==> src/rtl/ob_pkg.sv <==
// ----------------------------------------------------------------------------
// ob_pkg: shared switch definitions for the output buffer and its arbiter.
//   NIN       number of input buffers competing for one output port
//   DATAW     payload width of a flit
//   PKTW      flit width, {flow[1:0], data[DATAW-1:0]}
//   PTRW      width of the round-robin pointer / input index
//   FLOW_*    flow-field bit positions and flow-code enum
//   state_e   output-buffer FSM states
// ----------------------------------------------------------------------------
package ob_pkg;

    localparam int NIN      = 4;
    localparam int DATAW    = 16;
    localparam int PKTW     = DATAW + 2;
    localparam int PTRW     = $clog2(NIN);

    localparam int FLOW_LSB = DATAW;
    localparam int FLOW_MSB = DATAW + 1;

    typedef enum logic [1:0] {
        FLOW_IDLE = 2'b00,
        FLOW_HEAD = 2'b01,
        FLOW_BODY = 2'b10,
        FLOW_TAIL = 2'b11
    } flow_e;

    typedef enum logic {
        ST_ARB  = 1'b0,
        ST_XFER = 1'b1
    } state_e;

    // Extract the flow code from a raw flit.
    function automatic flow_e flow_of(input logic [PKTW-1:0] flit);
        return flow_e'(flit[FLOW_MSB:FLOW_LSB]);
    endfunction

endpackage

==> src/rtl/ob_if.sv <==
// ----------------------------------------------------------------------------
// ob_if: crossbar-side bundle of one output port.
//   pkti  head flit of every input FIFO, input i at [i*PKTW +: PKTW]
//   req   per-input request toward this port
//   ack   per-input pop strobe (one-hot or zero)
//   full  downstream cannot take a flit this cycle
//   pkto  registered output flit
//   gnt   one-hot current grant
//   busy  a packet is currently owned
// master: the switch fabric around the buffer; slave: the output buffer.
// ----------------------------------------------------------------------------
interface ob_if;
    import ob_pkg::*;

    logic [NIN*PKTW-1:0] pkti;
    logic [NIN-1:0]      req;
    logic [NIN-1:0]      ack;
    logic                full;
    logic [PKTW-1:0]     pkto;
    logic [NIN-1:0]      gnt;
    logic                busy;

    modport master (
        output pkti, req, full,
        input  ack, pkto, gnt, busy
    );

    modport slave (
        input  pkti, req, full,
        output ack, pkto, gnt, busy
    );

endinterface

==> src/rtl/ob_rrarb.sv <==
// ----------------------------------------------------------------------------
// ob_rrarb: combinational round-robin arbiter (rrarb), reusable per port.
//   req      request vector
//   ptr      index of the most recently served requester
//   gnt_oh   one-hot winner (zero when nothing requests)
//   gnt_idx  binary index of the winner
//   valid    at least one request present
// The search starts at (ptr+1) mod N and wraps, so the last winner has the
// lowest priority.
// ----------------------------------------------------------------------------
module ob_rrarb
    import ob_pkg::*;
#(
    parameter int N = NIN,
    parameter int W = $clog2(N)
) (
    input  logic [N-1:0] req,
    input  logic [W-1:0] ptr,
    output logic [N-1:0] gnt_oh,
    output logic [W-1:0] gnt_idx,
    output logic         valid
);

    logic [W-1:0] cand;

    // NOTE: combinational logic uses blocking '=' so later loop iterations
    // see the updated 'valid' flag within the same evaluation.
    always_comb begin
        gnt_oh  = '0;
        gnt_idx = '0;
        valid   = 1'b0;
        cand    = '0;
        for (int k = 1; k <= N; k++) begin
            cand = W'((int'(ptr) + k) % N);
            if (!valid && req[cand]) begin
                gnt_oh[cand] = 1'b1;
                gnt_idx      = cand;
                valid        = 1'b1;
            end
        end
    end

endmodule

==> src/rtl/ob.sv <==
// ----------------------------------------------------------------------------
// ob: output buffer for one port of the 4-way switch.
//   clk  system clock, rising edge
//   rst  synchronous, active-high reset
//   bus  ob_if.slave: pkti/req/full in, ack/pkto/gnt/busy out
// ARB picks one requesting input (one cycle, no ack). XFER holds that grant
// until a TAIL flit is accepted, acking each non-idle flit while downstream
// is not full. Accepted flits appear on pkto one cycle after their ack;
// every non-accepting cycle registers an IDLE flit instead.
// ----------------------------------------------------------------------------
module ob
    import ob_pkg::*;
(
    input  logic clk,
    input  logic rst,
    ob_if.slave  bus
);

    state_e              state_q, state_d;
    logic [NIN-1:0]      gnt_q,   gnt_d;
    logic                busy_q,  busy_d;
    logic [PTRW-1:0]     ptr_q,   ptr_d;
    logic [PTRW-1:0]     gidx_q,  gidx_d;
    logic [PKTW-1:0]     pkto_q,  pkto_d;

    logic [PKTW-1:0]     flit;
    logic [NIN-1:0]      ack_c;
    logic                accept;

    logic [NIN-1:0]      arb_oh;
    logic [PTRW-1:0]     arb_idx;
    logic                arb_valid;

    ob_rrarb #(.N(NIN), .W(PTRW)) u_arb (
        .req     (bus.req),
        .ptr     (ptr_q),
        .gnt_oh  (arb_oh),
        .gnt_idx (arb_idx),
        .valid   (arb_valid)
    );

    // Head flit of the granted input.
    always_comb begin
        flit = '0;
        for (int i = 0; i < NIN; i++) begin
            if (gidx_q == PTRW'(i)) begin
                flit = bus.pkti[i*PKTW +: PKTW];
            end
        end
    end

    // NOTE: every output of this block gets a default first, so no path
    // leaves a signal unassigned and no latch is inferred.
    always_comb begin
        state_d = state_q;
        gnt_d   = gnt_q;
        busy_d  = busy_q;
        ptr_d   = ptr_q;
        gidx_d  = gidx_q;
        pkto_d  = '0;           // IDLE flit unless something is accepted
        ack_c   = '0;
        accept  = 1'b0;

        case (state_q)
            ST_ARB: begin
                if (arb_valid) begin
                    state_d = ST_XFER;
                    gnt_d   = arb_oh;
                    gidx_d  = arb_idx;
                    busy_d  = 1'b1;
                end
            end
            ST_XFER: begin
                // ack is masked by rst so the input FIFOs, which reset on
                // the same edge, never see a pop during reset.
                accept = !bus.full && (flow_of(flit) != FLOW_IDLE) && !rst;
                if (accept) begin
                    ack_c[gidx_q] = 1'b1;
                    pkto_d        = flit;
                    if (flow_of(flit) == FLOW_TAIL) begin
                        state_d = ST_ARB;
                        ptr_d   = gidx_q;   // served input drops to lowest priority
                        gnt_d   = '0;
                        busy_d  = 1'b0;
                    end
                end
            end
            default: state_d = ST_ARB;
        endcase
    end

    // NOTE: sequential state uses non-blocking '<=' so all flops update
    // together from values sampled at the same edge.
    always_ff @(posedge clk) begin
        if (rst) begin
            state_q <= ST_ARB;
            gnt_q   <= '0;
            busy_q  <= 1'b0;
            ptr_q   <= PTRW'(NIN - 1);  // input 0 wins the first arbitration
            gidx_q  <= '0;
            pkto_q  <= '0;
        end else begin
            state_q <= state_d;
            gnt_q   <= gnt_d;
            busy_q  <= busy_d;
            ptr_q   <= ptr_d;
            gidx_q  <= gidx_d;
            pkto_q  <= pkto_d;
        end
    end

    assign bus.ack  = ack_c;
    assign bus.pkto = pkto_q;
    assign bus.gnt  = gnt_q;
    assign bus.busy = busy_q;

endmodule

==> src/flat_wrapper.sv <==
// flat-port wrapper written by rule: the top's interface ports become plain ports
module ob_flat import ob_pkg::*;
  (clk, rst, bus_pkti, bus_req, bus_full, bus_ack, bus_pkto, bus_gnt, bus_busy);
  ob_if bus_i ();
  input  logic clk;
  input  logic rst;
  input wire logic [$bits(bus_i.pkti)-1:0] bus_pkti;
  input wire logic [$bits(bus_i.req)-1:0] bus_req;
  input wire logic [$bits(bus_i.full)-1:0] bus_full;
  output wire logic [$bits(bus_i.ack)-1:0] bus_ack;
  output wire logic [$bits(bus_i.pkto)-1:0] bus_pkto;
  output wire logic [$bits(bus_i.gnt)-1:0] bus_gnt;
  output wire logic [$bits(bus_i.busy)-1:0] bus_busy;
  assign bus_i.pkti = bus_pkti;
  assign bus_i.req = bus_req;
  assign bus_i.full = bus_full;
  assign bus_ack = bus_i.ack;
  assign bus_pkto = bus_i.pkto;
  assign bus_gnt = bus_i.gnt;
  assign bus_busy = bus_i.busy;
  ob u_core (.clk(clk), .rst(rst), .bus(bus_i));
endmodule
==> config.mk <==
export PLATFORM = sky130hd
export DESIGN_NAME = ob_flat
export DESIGN_NICKNAME = d
export VERILOG_FILES = /design/src/rtl/ob_pkg.sv /design/src/rtl/ob_if.sv /design/src/rtl/ob_rrarb.sv /design/src/rtl/ob.sv /design/src/flat_wrapper.sv
export SDC_FILE = /design/constraint.sdc
export NUM_CORES = 1
export LEC_CHECK = 0
export ABC_CLOCK_PERIOD_IN_PS = 4900
export CAP_MARGIN = 20
export CORE_UTILIZATION = 30
export DETAILED_ROUTE_END_ITERATION = 8
export PLACE_DENSITY_LB_ADDON = 0.2
export SLEW_MARGIN = 10
export SYNTH_ARGS = -nofsm -noshare
export SYNTH_HDL_FRONTEND = slang
export SYNTH_HIERARCHICAL = 1
export SYNTH_SLANG_ARGS = --single-unit
==> constraint.sdc <==
create_clock -name clk -period 4.9 [get_ports clk]
set_clock_uncertainty 0.05 [all_clocks]
set_input_delay 0.98 -clock clk [delete_from_list [all_inputs] [get_ports clk]]
set_output_delay 0.98 -clock clk [all_outputs]
set_load 0.05 [all_outputs]
Word level (Yosys, flattened, before mapping)

Cells that the tools add are included.

Register bits: 28

$add $sub $neg: 4
Magnitude comparators: 10
Equality and inequality tests: 7
Multiplexer cells: 48
Bitwise logic cells: 5
Reductions and logical operators: 21

Operator list:

| kind                                                              | count |
|---|---|
| 2-to-1 mux 18 bit                                                 | 4 |
| 2-to-1 mux 4 bit                                                  | 9 |
| 2-to-1 mux 1 bit                                                  | 19 |
| less-than comparator 2 x 3 -> 1 bit, second input constant        | 5 |
| OR 4 bit                                                          | 3 |
| demux 1 bit (select 2 bit)                                        | 5 |
| greater-or-equal comparator 2 x 1 -> 1 bit, second input constant | 5 |
| logical AND 1 bit                                                 | 10 |
| binary-select mux 1 bit (select 2 bit)                            | 4 |
| 2-to-1 mux 2 bit                                                  | 4 |
| one-hot mux 4 bit (2 select lines)                                | 1 |
| == test 2 bit, second input constant                              | 3 |
| AND reduction 3 bit                                               | 2 |
| zero test 1 bit                                                   | 5 |
| adder 2 x 1 -> 2 bit, second input constant                       | 2 |
| adder 2 bit, second input constant                                | 2 |
| != test 2 bit, second input constant                              | 2 |
| one-hot mux 1 bit (2 select lines)                                | 2 |
| OR reduction 3 bit                                                | 1 |
| == test 2 x 1 -> 1 bit, second input constant                     | 1 |
| zero test 2 bit                                                   | 1 |
| != test 2 x 1 -> 1 bit, second input constant                     | 1 |
| NOT 1 bit                                                         | 2 |
| AND reduction 2 bit                                               | 1 |
| nonzero test 2 bit                                                | 1 |

Longest topological paths before layout

Depth after elaboration: 15
Mapped depth: 10

Hierarchy

Netlist, hierarchy kept.

By module, submodules not included:

| module   | times used | cells each | area each (µm²) |
|---|---|---|---|
| ob       | 1          | 101        | 1332.5 |
| ob_rrarb | 1          | 68         | 525.5 |

Worst setup path before layout

Ideal clock, no wire load.

Kind: input port to output port
Start point: in rst
End point: out bus_ack[1]
Data arrival time: 2.961 ns
Slack: 0.909 ns
Stages: 5
Path buffers: 2
Cells stage by stage: buf_1 -> nor3b_1 -> o21ai_0 -> buf_2 -> nor3b_1

Word-level cells in the longest chain between the ends: 4

Ends and longest elaborated chain:

| item              | RTL line           | RTL |
|---|---|---|
| start, declared   | flat_wrapper.sv:6  | `input logic rst;` |
| zero test 1 bit   | ob.sv:76           | `accept = !bus.full && (flow_of(flit) != FLOW_IDLE) && !rst;` |
| logical AND 1 bit | ob.sv:76           |  |
| 2-to-1 mux 4 bit  | ob.sv:77           | `if (accept) begin` |
| 2-to-1 mux 4 bit  | ob.sv:64           | `case (state_q)` |
| end, declared     | flat_wrapper.sv:10 | `output wire logic [$bits(bus_i.ack)-1:0] bus_ack;` |

Every way passes these cells.

Worst setup path in the final report

Ends and elaborated chain as after synthesis.

==> results.txt <==
yosys warns = 6
Worst EP arrival = 3350 ps
Syn Nets = 256
endpoints failing setup = 0
Synth Area in Simple Gates = 0.162
worst endpoint required time = 3870 ps
fin crit share = 0.894
setup repair bufs after CTS = 0
post-layout instance area = 2990 um^2
Seq cells post-synth = 28
post-synthesis mux area share = 0.269
first-pass GRT wire length = 7670 um
Remaining DRCs = 0
PortBufs = 105
final antenna-violating net count = 0
Detailed Route Iter0 Violations = 84
combinational share of power = 0.348
HP Start = u_core/bus.busy
hold slack = 411 ps
Seq/Total Area, Yosys = 0.302
post-synthesis share of cell area spent on full adders, half adders and majority gates = 0.0539
CTS sink count = 28
Post-DP HPWL = 4180 um
Final nets = 356
Int Pwr = 430 uW
power after layout = 593 uW
Flop pwr share = 0.418
CTS tree = built
# diodes = 0
Worst VDD drop = 0.000148 V
post-synthesis xor/xnor area fraction = 0
CP Class = in2out
syn_area_per_cell = 11.0 um^2
FF-to-FF setup slack = 2250 ps
die area = 6510 um^2
CP Capture Type = output port
worst-path fanout max = 9
total track usage = 0.155
TNS Setup = 0 ps
switching share of power = 0.275
Final Slew Violations = 0
Worst-Margin Slew = 671 ps
headroom to the max-slew limit = 0.552
largest family of logic cells by synthesized area = multiplexers
total number of H-tree levels = 1
FF-to-FF path depth = 6
register area = 561 um^2
Fill cells = 567
cts hold-fix bufs = 0
# rows = 28
grt ovf = 0
layout cells sized above 1 = 0.127
sw power = 163 uW
unrepaired setup endpoints after global routing = false
core area = 5960 um^2
Worst-path clk slew = 90 ps
Tightest Hold Check Type = reg2reg
endpoints failing hold = 0
Starting Density = 0.312
largest net degree at the start of global routing = 18
WHS Endpoint = u_core/bus.busy
gate count after technology mapping = 169
Startpoint Class = input port
Ports = 106
initial antenna violation count = 0
complex-gate fraction of the synthesized area = 0.158
Area growth syn-to-layout = 61.1%
vias in the first global route = 1612
area after detailed placement = 2940 um^2
post-synth cell types = 41
via count = 1701
routed len/inst = 14.4 um
pwr/cell area = 198 nW/um^2
status = completed
Critical R2R Capture = u_core/bus.gnt[3]
Final Critical Period = 4380 ps
Root Driver = clkbuf_8
clock network power share = 0.234
post-synth design cell area = 1860 um^2
max frequency = 0.228 GHz
cts repair resizes = 0
TritonRoute pass-1 iters = 4
RePlAce Congestion = 0.832
P_leak = 0.00108 uW
Max-cap violations = 0
CTS buffer count = 3
Critical R2R Launch = u_core/ptr_q[0]
post-DR vias/cell = 4.96
Hold Crit Depth = 1
Die Wd = 80.7 um
Die H = 80.7 um
CTS Buffer Depth = 2
area taken by multi-input logic gates = 1190 um^2
WL final = 4940 um
Worst-Skew Late Latency = 260 ps
## per-layer routing
| metal | global-route usage | share of wire | vias to the layer above |
|---|---|---|---|
| met1 | 0.178 | 0.38 | 796 |
| met3 | 0.0568 | 0.089 | 8 |
| li1 | - | - | 823 |
| met5 | 0 | 0 | - |
| met4 | 0.0482 | 0.020 | 0 |
| met2 | 0.265 | 0.51 | 74 |
## cell families (layout without fill, tap and decap cells)
group                    Yosys count  count (layout)
adder cells (fa/ha/maj)            8               8
buffers and inverters             17             116
AO/OA/AOI/OAI                     34              34
flip-flops                        28              28
AND/OR/NAND/NOR                   57              57
multiplexers                      25              25
## layout make-up
class	instances	share of cell area
Inverter	4	0.00502
Sequential cell	28	0.187
Timing Repair Buffer	108	0.359
Multi-Input combinational cell	124	0.399
Tap cell	75	0.0314
Clock buffer	4	0.0184
## cells in the mapped netlist (all sizes together)
cell type   n  area [um^2]
a21oi       3         18.8
a211oi      2         27.5
dfxtp      28          561
o21ai       8         40.0
a31oi       2         12.5
or3b        1         8.76
o21a        1         7.51
inv         4         15.0
mux2i       6         72.6
nor2b      20          125
nand3       2         10.0
nor2       11         43.8
a311oi      1         26.3
buf        10         76.3
a22o        4         35.0
mux4       19          428
nor3        2         10.0
nor3b       3         22.5
nand2b      1         6.26
and2        3         18.8
clkbuf      3         11.3
a221oi      2         23.8
ha          8          100
o22a        1         8.76
nor4        1         6.26
a21o        1         7.51
a221o       5         50.1
a21boi      2         15.0
o22ai       1         12.5
nand2      13         48.8
o31a        1         8.76
## worst max-delay path: stages
cell	delay, ps
clkdlybuf4s50_1	580
nor3b_1	460
o21ai_1	260
nor3b_1	240
clkdlybuf4s50_1	830
## per-stage QoR
step                      utilization  worst slack (ps)  std cells
after floorplan                     -               909        169
after global placement          0.493               630        339
after detailed placement        0.493               549        339
after CTS                       0.503               542        343
after global routing            0.503               386        343
final                           0.503               521        343
## state kept, by name, summed over array words and instances, names as in the netlist
name	count
u_core/bus.busy	1
u_core/bus.gnt	4
u_core/ptr_q	2
u_core/state_q	1
u_core/bus.pkto	18
u_core/gidx_q	2
## power by group through the flow
stage | clock [uW] | combinational (uW) | sequential, uW
final | 139 | 206 | 248
after global routing | 155 | 221 | 250
after CTS | 143 | 208 | 249
after detailed placement | 0 | 207 | 254
after global placement | 0 | 206 | 253
after floorplan | 0 | 94.2 | 276
## layout by cell type, fill, tap and decap left out, drive strengths merged, types with 5 or more instances in the layout
cell,netlist,layout
a221o,5,5
ha,8,8
mux2i,6,6
nand2,13,13
o21ai,8,8
mux4,19,19
nor2b,20,20
dfxtp,28,28
clkdlybuf4s50,0,105
nor2,11,11
## worst max path at each step
| stage | from | end | slack [ps] | cells past startpoint |
|---|---|---|---|---|
| global route | rst | bus_ack[1] | 390 | 5 |
| CTS | rst | bus_ack[1] | 540 | 5 |
| floorplan | rst | bus_ack[1] | 910 | 5 |
| detailed placement | rst | bus_ack[1] | 550 | 5 |
| global placement | rst | bus_ack[1] | 630 | 5 |
| finish | rst | bus_ack[1] | 520 | 5 |
Power figures use the tool's default switching activity.
